<file path="src/rtl/bus_rr_matrix_pkg.sv">
// bus_rr_matrix_pkg: shared defaults and slicing macros for the round-robin bus matrix
// Macros: BRM_IDX picks the slave index from the top address bits,
//         BRM_SLICE picks element i of width w from a packed port vector.
`define BRM_IDX(a, aw, iw) a[(aw)-1 -: (iw)]
`define BRM_SLICE(v, i, w) v[(i)*(w) +: (w)]
package bus_rr_matrix_pkg;
    localparam int DEF_AW    = 16;
    localparam int DEF_DW    = 64;
    localparam int DEF_IDX_W = 3;
    localparam int ERR_RDATA = 0;
endpackage

</file>
<file path="src/rtl/bus_rr_matrix_arbiter.sv">
// rr_arbiter: round-robin arbiter with grant hold, lockout mask and forced release
// Ports: clk, reset (sync, active-high); req, lockout per master; rel forces the
//        current owner off; grant is the registered one-hot grant, owner its index.
module rr_arbiter
    import bus_rr_matrix_pkg::*;
#(
    parameter int NUM_M = 2,
    parameter int OW    = NUM_M > 1 ? $clog2(NUM_M) : 1
) (
    input  logic             clk,
    input  logic             reset,
    input  logic [NUM_M-1:0] req,
    input  logic [NUM_M-1:0] lockout,
    input  logic             rel,
    output logic [NUM_M-1:0] grant,
    output logic [OW-1:0]    owner
);
    logic [OW-1:0]    ptr;
    logic [OW-1:0]    win;
    logic [NUM_M-1:0] elig;
    logic             found;
    logic             hold;
    assign hold = (|grant) & req[owner] & ~rel;
    // a released owner may not win the edge that releases it
    assign elig = req & ~lockout & ~(rel ? grant : '0);
    // scan downwards so the candidate closest to ptr is the last to win
    always_comb begin
        win   = '0;
        found = 1'b0;
        for (int j = NUM_M - 1; j >= 0; j--) begin
            if (elig[(int'(ptr) + j) % NUM_M]) begin
                found = 1'b1;
                win   = OW'((int'(ptr) + j) % NUM_M);
            end
        end
    end
    always_ff @(posedge clk) begin
        if (reset) begin
            grant <= '0;
            owner <= '0;
            ptr   <= '0;
        end else if (!hold) begin
            grant <= found ? NUM_M'(1) << win : '0;
            owner <= win;
            if (found) ptr <= (int'(win) == NUM_M - 1) ? '0 : win + 1'b1;
        end
    end
endmodule

</file>
<file path="src/rtl/bus_rr_matrix.sv">
// bus_rr_matrix: NUM_M masters share one round-robin path to NUM_S address-decoded slaves
// Ports: clk, reset (sync, active-high);
//        m_req/m_wr/m_addr/m_dout  packed master requests, master i at [i*W +: W];
//        m_grant one-hot registered grant; m_din shared read data; m_rvalid per master;
//        s_sel/s_wr/s_addr/s_din forwarded access; s_dout packed slave read data (1-cycle);
//        dec_err pulses on an unmapped access; timeout_err pulses on a watchdog release.
module bus_rr_matrix
    import bus_rr_matrix_pkg::*;
#(
    parameter int NUM_M       = 2,
    parameter int NUM_S       = 4,
    parameter int AW          = DEF_AW,
    parameter int DW          = DEF_DW,
    parameter int IDX_W       = DEF_IDX_W,
    parameter int TIMEOUT_CYC = 256
) (
    input  logic                clk,
    input  logic                reset,
    input  logic [NUM_M-1:0]    m_req,
    input  logic [NUM_M-1:0]    m_wr,
    input  logic [NUM_M*AW-1:0] m_addr,
    input  logic [NUM_M*DW-1:0] m_dout,
    output logic [NUM_M-1:0]    m_grant,
    output logic [DW-1:0]       m_din,
    output logic [NUM_M-1:0]    m_rvalid,
    output logic [NUM_S-1:0]    s_sel,
    output logic                s_wr,
    output logic [AW-1:0]       s_addr,
    output logic [DW-1:0]       s_din,
    input  logic [NUM_S*DW-1:0] s_dout,
    output logic                dec_err,
    output logic                timeout_err
);
    localparam int OW = NUM_M > 1 ? $clog2(NUM_M) : 1;
    localparam int CW = TIMEOUT_CYC > 1 ? $clog2(TIMEOUT_CYC) : 1;
    logic [OW-1:0]    owner;
    logic [OW-1:0]    rd_m;
    logic [IDX_W-1:0] idx;
    logic [IDX_W-1:0] rd_idx;
    logic [CW-1:0]    cnt;
    logic [NUM_M-1:0] lockout;
    logic [DW-1:0]    din_q;
    logic             granted;
    logic             xfer;
    logic             mapped;
    logic             rel;
    logic             rd_v;
    logic             rd_map;
    rr_arbiter #(.NUM_M(NUM_M), .OW(OW)) u_arb (
        .clk     (clk),
        .reset   (reset),
        .req     (m_req),
        .lockout (lockout),
        .rel     (rel),
        .grant   (m_grant),
        .owner   (owner)
    );
    assign granted = |m_grant;
    assign xfer    = granted & m_req[owner];
    assign s_wr    = granted & m_wr[owner];
    assign s_addr  = granted ? `BRM_SLICE(m_addr, owner, AW) : '0;
    assign s_din   = granted ? `BRM_SLICE(m_dout, owner, DW) : '0;
    assign idx     = `BRM_IDX(s_addr, AW, IDX_W);
    assign mapped  = int'(idx) < NUM_S;
    assign s_sel   = (xfer & mapped) ? NUM_S'(1) << idx : '0;
    assign rel     = (TIMEOUT_CYC != 0) && xfer && cnt == CW'(TIMEOUT_CYC - 1);
    // read data is steered by the registered issuer, so a grant move cannot misroute it
    assign m_rvalid = rd_v ? NUM_M'(1) << rd_m : '0;
    assign m_din    = rd_v ? (rd_map ? `BRM_SLICE(s_dout, rd_idx, DW) : DW'(ERR_RDATA)) : din_q;
    always_ff @(posedge clk) begin
        if (reset) begin
            rd_v        <= 1'b0;
            rd_m        <= '0;
            rd_idx      <= '0;
            rd_map      <= 1'b0;
            din_q       <= '0;
            dec_err     <= 1'b0;
            timeout_err <= 1'b0;
            cnt         <= '0;
            lockout     <= '0;
        end else begin
            rd_v        <= xfer & ~s_wr;
            rd_m        <= owner;
            rd_idx      <= idx;
            rd_map      <= mapped;
            din_q       <= m_din;
            dec_err     <= xfer & ~mapped;
            timeout_err <= rel;
            cnt         <= (xfer & ~rel) ? cnt + 1'b1 : '0;
            lockout     <= (lockout & m_req) | (rel ? m_grant : '0);
        end
    end
endmodule

</file>
<file path="config.mk">
export PLATFORM = sky130hd
export DESIGN_NAME = bus_rr_matrix
export DESIGN_NICKNAME = d
export VERILOG_FILES = /design/src/rtl/bus_rr_matrix_pkg.sv /design/src/rtl/bus_rr_matrix_arbiter.sv /design/src/rtl/bus_rr_matrix.sv
export SDC_FILE = /design/constraint.sdc
export NUM_CORES = 1
export LEC_CHECK = 0
export ABC_AREA = 1
export CORE_AREA = 5 5 219 221
export CTS_CLUSTER_DIAMETER = 200
export CTS_CLUSTER_SIZE = 28
export DETAILED_ROUTE_END_ITERATION = 12
export DIE_AREA = 0 0 224 226
export SETUP_SLACK_MARGIN = 0.15
export SLEW_MARGIN = 15
export SYNTH_ARGS = -nofsm -noshare
export SYNTH_HDL_FRONTEND = slang
export SYNTH_SLANG_ARGS = --single-unit
</file>
<file path="constraint.sdc">
create_clock -name clk -period 1.95 [get_ports clk]
set_input_delay 0.39 -clock clk [delete_from_list [all_inputs] [get_ports clk]]
set_output_delay 0.39 -clock clk [all_outputs]
set_load 0.03 [all_outputs]
</file>
* Yosys cells after proc, flatten, opt, wreduce, memory -nomap -nowiden
Cells that the tools add are included.
** Operators by class
- Reduce and logical (&&, ||, !) cells :: 4
- $add $sub $neg :: 3
- Bitwise gates (word level) :: 17
- Eq/ne operators :: 1
- Shift-type cells :: 6
- Multiplexer cells :: 22
- $lt $le $gt $ge :: 4
** Operators by type and width (count)
- $shiftx 256x10->64 :: 1
- $mux 64 :: 3
- $shiftx 128x8->64 :: 1
- $shiftx 32x6->16 :: 1
- $mux 16 :: 1
- $mux 1 :: 14
- $add 8x1->8 const B :: 1
- $eq 8x8->1 const B :: 1
- $and 1x1->1 :: 6
- $and 2x2->2 :: 3
- $mux 2 :: 3
- $lt 1x2->1 const B :: 2
- $mux 4 :: 1
- $not 1->1 :: 4
- $not 2->2 :: 2
- $reduce_or 2->1 :: 2
- $shl 1x1->2 const A :: 2
- $shl 1x3->4 const A :: 1
- $lt 2x3->1 const B :: 1
- $lt 3x3->1 const B :: 1
- $add 1x1->1 const B :: 2
- $or 2x2->2 :: 1
- $reduce_and 2->1 :: 1
- $and 1x1->1 const A :: 1
- $logic_and 1x1->1 :: 1
** Storage, ports and cells
- Register bits :: 86
- Output and inout bits :: 155

* Depth between registers and ports, before layout
- Depth after elaboration :: 14
- Depth in mapped cells :: 11

* By module
A second synthesis with hierarchy kept.
** Second synthesis, totals
- Cell total of the unflattened synthesis :: 1174
- Area total of the unflattened synthesis :: 6528.8 um2
** Modules (own cells, without submodules)
- bus_rr_matrix :: area each 6299.8 um2, cells each 1139, instances 1, seq. area each 1641.6 um2
- rr_arbiter :: area each 229.0 um2, cells each 35, instances 1, seq. area each 80.1 um2

* Least setup slack after synthesis
No wires, ideal clock.
- Path type :: register -> output
- Start :: register u_arb.grant[1]
- End :: output port s_sel[3]
- Stages on the path, launching flop included :: 7
- Data required time :: 1.560 ns
- Setup slack :: -0.588 ns
- Arrival time :: 2.148 ns
- Cell sequence :: dfxtp_1 inv_1 nand2_2 inv_2 nor3_2 inv_1 nor3_1
** On the way
- Word-level cells in the longest chain between the ends :: 5
** RTL lines
- from (decl) :: RTL line bus_rr_matrix_arbiter.sv:15 : output logic [NUM_M-1:0] grant,
- from (signal assigned) :: RTL line bus_rr_matrix_arbiter.sv:43 : grant <= found ? NUM_M'(1) << win : '0;
- $reduce_or 2->1 (*) :: RTL line bus_rr_matrix.sv:58 : assign granted = |m_grant;
- $mux 16 (*) :: RTL line bus_rr_matrix.sv:61 : assign s_addr = granted ? `BRM_SLICE(m_addr, owner, AW) : '0;
- named net s_addr[13] :: RTL line bus_rr_matrix.sv:28 : output logic [AW-1:0] s_addr,
- $lt 3x3->1 :: RTL line bus_rr_matrix.sv:64 : assign mapped = int'(idx) < NUM_S;
- $and 1x1->1 :: RTL line bus_rr_matrix.sv:65 : assign s_sel = (xfer & mapped) ? NUM_S'(1) << idx : '0;
- $mux 4 (*) :: RTL line bus_rr_matrix.sv:65
- to (decl) :: RTL line bus_rr_matrix.sv:26 : output logic [NUM_S-1:0] s_sel,
The timed path passes the listed nets; every way through them passes the cells marked *.

* Worst setup path in the final report
- Start :: register rd_idx[0]
- End :: register din_q[48]
** On the way
- Word-level cells in the longest chain between the ends :: 3
** RTL lines
- from (decl) :: RTL line bus_rr_matrix.sv:39 : logic [IDX_W-1:0] rd_idx;
- from (signal assigned) :: RTL line bus_rr_matrix.sv:84 : rd_idx <= idx;
- $shiftx 256x10->64 (no source line)
- $mux 64 (2 in a row) :: RTL line bus_rr_matrix.sv:69 : assign m_din = rd_v ? (rd_map ? `BRM_SLICE(s_dout, rd_idx, DW) : DW'(ERR_RDATA)) : din_q;
- to (signal assigned) :: RTL line bus_rr_matrix.sv:86 : din_q <= m_din;
- to (decl) :: RTL line bus_rr_matrix.sv:42 : logic [DW-1:0] din_q;
No other way between the ends.
A chain may end at the register's enable or synchronous reset.

==> flow_metrics.py <==
metrics = {
    "power_and_ir_drop": {
        "power_density_nw_per_um2": 493,
        "ir_drop_v": 0.000387,
        "power.total_mw": 8.47,
        "leakagePower_nw": 7.20,
    },
    "sta": {
        "tightest_slew_ps": 512,
        "fin_crit_ps": 2270,
        "final.setup.tns_ps": -26560,
        "maxSlewViolCount": 0,
        "hold_slack_ps": 422,
        "max-slew-margin-rel_pct": 65.9,
        "min_period_over_period_pct": 116,
        "hold_viol_final": 0,
        "fin_skew_ps": 16.1,
        "rsz0062_at_grt": "true",
        "fmax_ghz": 0.441,
        "setup_slack_ps": -320,
        "setup_viol": 156,
    },
    "yosys": {
        "synth_fp_nets": 1520,
        "postSynth.asyncResetShare_pct": 0,
        "synth_area_leader_cell": "dfxtp_1",
        "avgSynthCellArea_um2": 5.71,
        "synth_top_cell_area_share_pct": 27.5,
        "ys.flop_type": "dfxtp_1",
        "syn-instance-count": 1097,
        "yosysWarnings": 0,
        "synth_area_um2": 6260,
        "ys_ff_latch": 86,
        "yosys-top-cells-area": "dfxtp_1, nand2_1, a21oi_1, nor2_1, o22ai_1",
        "ys_seq_area_share_pct": 27.5,
        "yosysUniqueCellTypes": 31,
        "synth_edf_count": 0,
    },
    "critical_path": {
        "cp_max_fo": 7,
        "reg2reg_depth": 15,
        "reg2reg_slack_ps": -320,
        "crit_top_cell": "buf_4",
        "cp_slowest_cell": "dfxtp_4",
        "criticalPathCategory": "reg -> reg",
        "required_ps": 2250,
        "cp-start-kind": "flip-flop",
        "crit_chain": "inv_8 > buf_12 > buf_16 > buf_8 > nor2_2 > o22ai_1 > nand2_1 > buf_4 > buf_4 > buf_4 > buf_4 > buf_4 > buf_4 > buf_4 > a21oi_2",
        "critPathCaptureType": "flip-flop",
        "cp.arrival_ps": 2570,
        "slowest_delay_ps": 390,
    },
    "hold_path": {
        "min_path_type": "in -> reg",
        "hold_depth": 3,
    },
    "routing": {
        "ant_nets": 0,
        "wl_mm": 53.0,
        "top_layer": "met4",
        "drc": 0,
        "drt-initial-drc-count": 436,
        "vias_per_cell": 4.47,
        "via_count": 10800,
        "wl_met2_mm": 28.2,
        "detail_route.wl_per_cell_um": 21.9,
        "wl_met3_mm": 4.27,
        "first_pass_iters": 5,
        "wl_met1_mm": 17.3,
    },
    "die": {
        "io_pins": 577,
        "core.rowCount": 79,
        "die_area_um2": 50600,
        "core_um2": 46000,
        "die_w_um": 224,
        "die_h_um": 226,
        "start_util_pct": 13.6,
    },
    "clock_network": {
        "cts_tree": "built",
        "clk_pin_slew_ps": 80,
        "cts_max_path_buffers": 2,
        "cts_root_buf": "clkbuf_16",
        "clock_sinks": 86,
        "numCtsBuffers": 9,
        "clk_latency_ps": 370,
        "holdBufCountCts": 0,
        "h-tree-depth": 3,
    },
    "global_routing": {
        "grt_overflow_total": 0,
        "grt_max_degree": 45,
        "track_usage_pct": 17.6,
        "grt_pass1_wl_mm": 67.0,
        "antenna_found_initial": 1,
        "grt_pass1_vias": 10600,
    },
    "finish": {
        "final_core_util_pct": 37.4,
        "layout_commonest_cell": "clkdlybuf4s50_1",
        "mostFrequentLayoutCells": "clkdlybuf4s50_1, nand2_1, buf_4, nor2_1, buf_6",
        "synthToLayoutAreaGrowth_pct": 175,
        "drive_above_1_share_pct": 36.5,
        "final_nets": 2227,
    },
    "place": {
        "hpwl_mm": 35.9,
        "dp_slack_ps": -444,
        "place_congestion": 0.952,
        "portBuffers": 576,
    },
    "outcome": {
        "violations": "setup timing",
        "outcome": "finished, violations left",
    },
    "job": {
        "drv_cap": 0,
    },
}
flip-flops by register name (all words and copies together) (netlist names):
signal,cells
din_q,64
u_arb.ptr,1
u_arb.owner,1
cnt,8
rd_m,1
dec_err,1
rd_map,1
rd_idx,3
timeout_err,1
lockout,2
rd_v,1
u_arb.grant,2
power breakdown:
part           internal, mW  leakage [nW]  switching (mW)
sequential             1.80         0.699          0.0332
clock                  1.01         0.143           0.861
combinational          2.37          6.36            2.38
critical path: cells and delay by family (launching register included):
family	cells	cell delay [ps]
AOI/OAI and AO/OA	2	280
buffers and inverters	11	1360
DFF	1	390
and+or+nand+nor	2	160
synth_stat cells (2+ instances only):
library cell and instances:
buf_1 4, nand2_1 375, inv_2 4, inv_1 17
o22ai_1 64, dfxtp_1 86, nor3_1 5, buf_4 14
nor3_2 2, a21oi_2 3, clkbuf_1 38, nand3_1 7
o21ai_1 61, buf_6 6, buf_2 23, nor2_1 155
a21oi_1 143, o21ai_0 69, clkbuf_2 3, nor2_2 3
nand2_2 5
cell families (layout without fill, tap and decap cells):
logic type | after synthesis | in the layout | share of synthesized area (%)
XOR/XNOR | 2 | 2 | 0.280
flip-flops | 86 | 86 | 27.5
buffers and inverters | 110 | 822 | 8.69
AO/OA/AOI/OAI | 341 | 341 | 28.8
other | 0 | 1 | 0
AND/OR/NAND/NOR | 557 | 557 | 34.6
adder cells (fa/ha/maj) | 1 | 1 | 0.200
stage by stage:
stage	cells	area [um2]
after global routing	2417	17200
after CTS	2354	15200
after global placement	2260	13100
final	2417	17200
after floorplan	1097	6400
after detailed placement	2260	13100
path summary, 6_finish.rpt:
path	startpoint	end
setup / recovery	rd_idx[0]	din_q[48]
hold / removal	m_req[0]	lockout[0]
setup reg to reg	rd_idx[0]	din_q[48]
hold reg to reg	cnt[0]	cnt[0]
area by class of cell:
type	instances	area, um2
timing repair buffer	783	8940
multi-input combinational	901	5300
tap	607	759
inverter	22	135
timing repair inverter	1	8.76
fill	4670	28800
clock inverter	7	80.1
sequential	86	1740
clock buffer	9	225
antenna	1	2.50
per-layer routing:
metal	vias to the layer above	global-route usage [%]
li1	5073	-
met1	5025	17.4
met2	589	34.4
met3	127	4.77
met4	0	7.19
met5	-	0
timing repair:
action / 4_1_cts / 5_1_grt
setup endpoints to repair: 154 / 163
resized for setup: 240 / 267
cloned: 15 / 33
pin swaps: 54 / 79
setup buffers: 63 / 29
No activity file was read; power rests on OpenSTA's default activity.
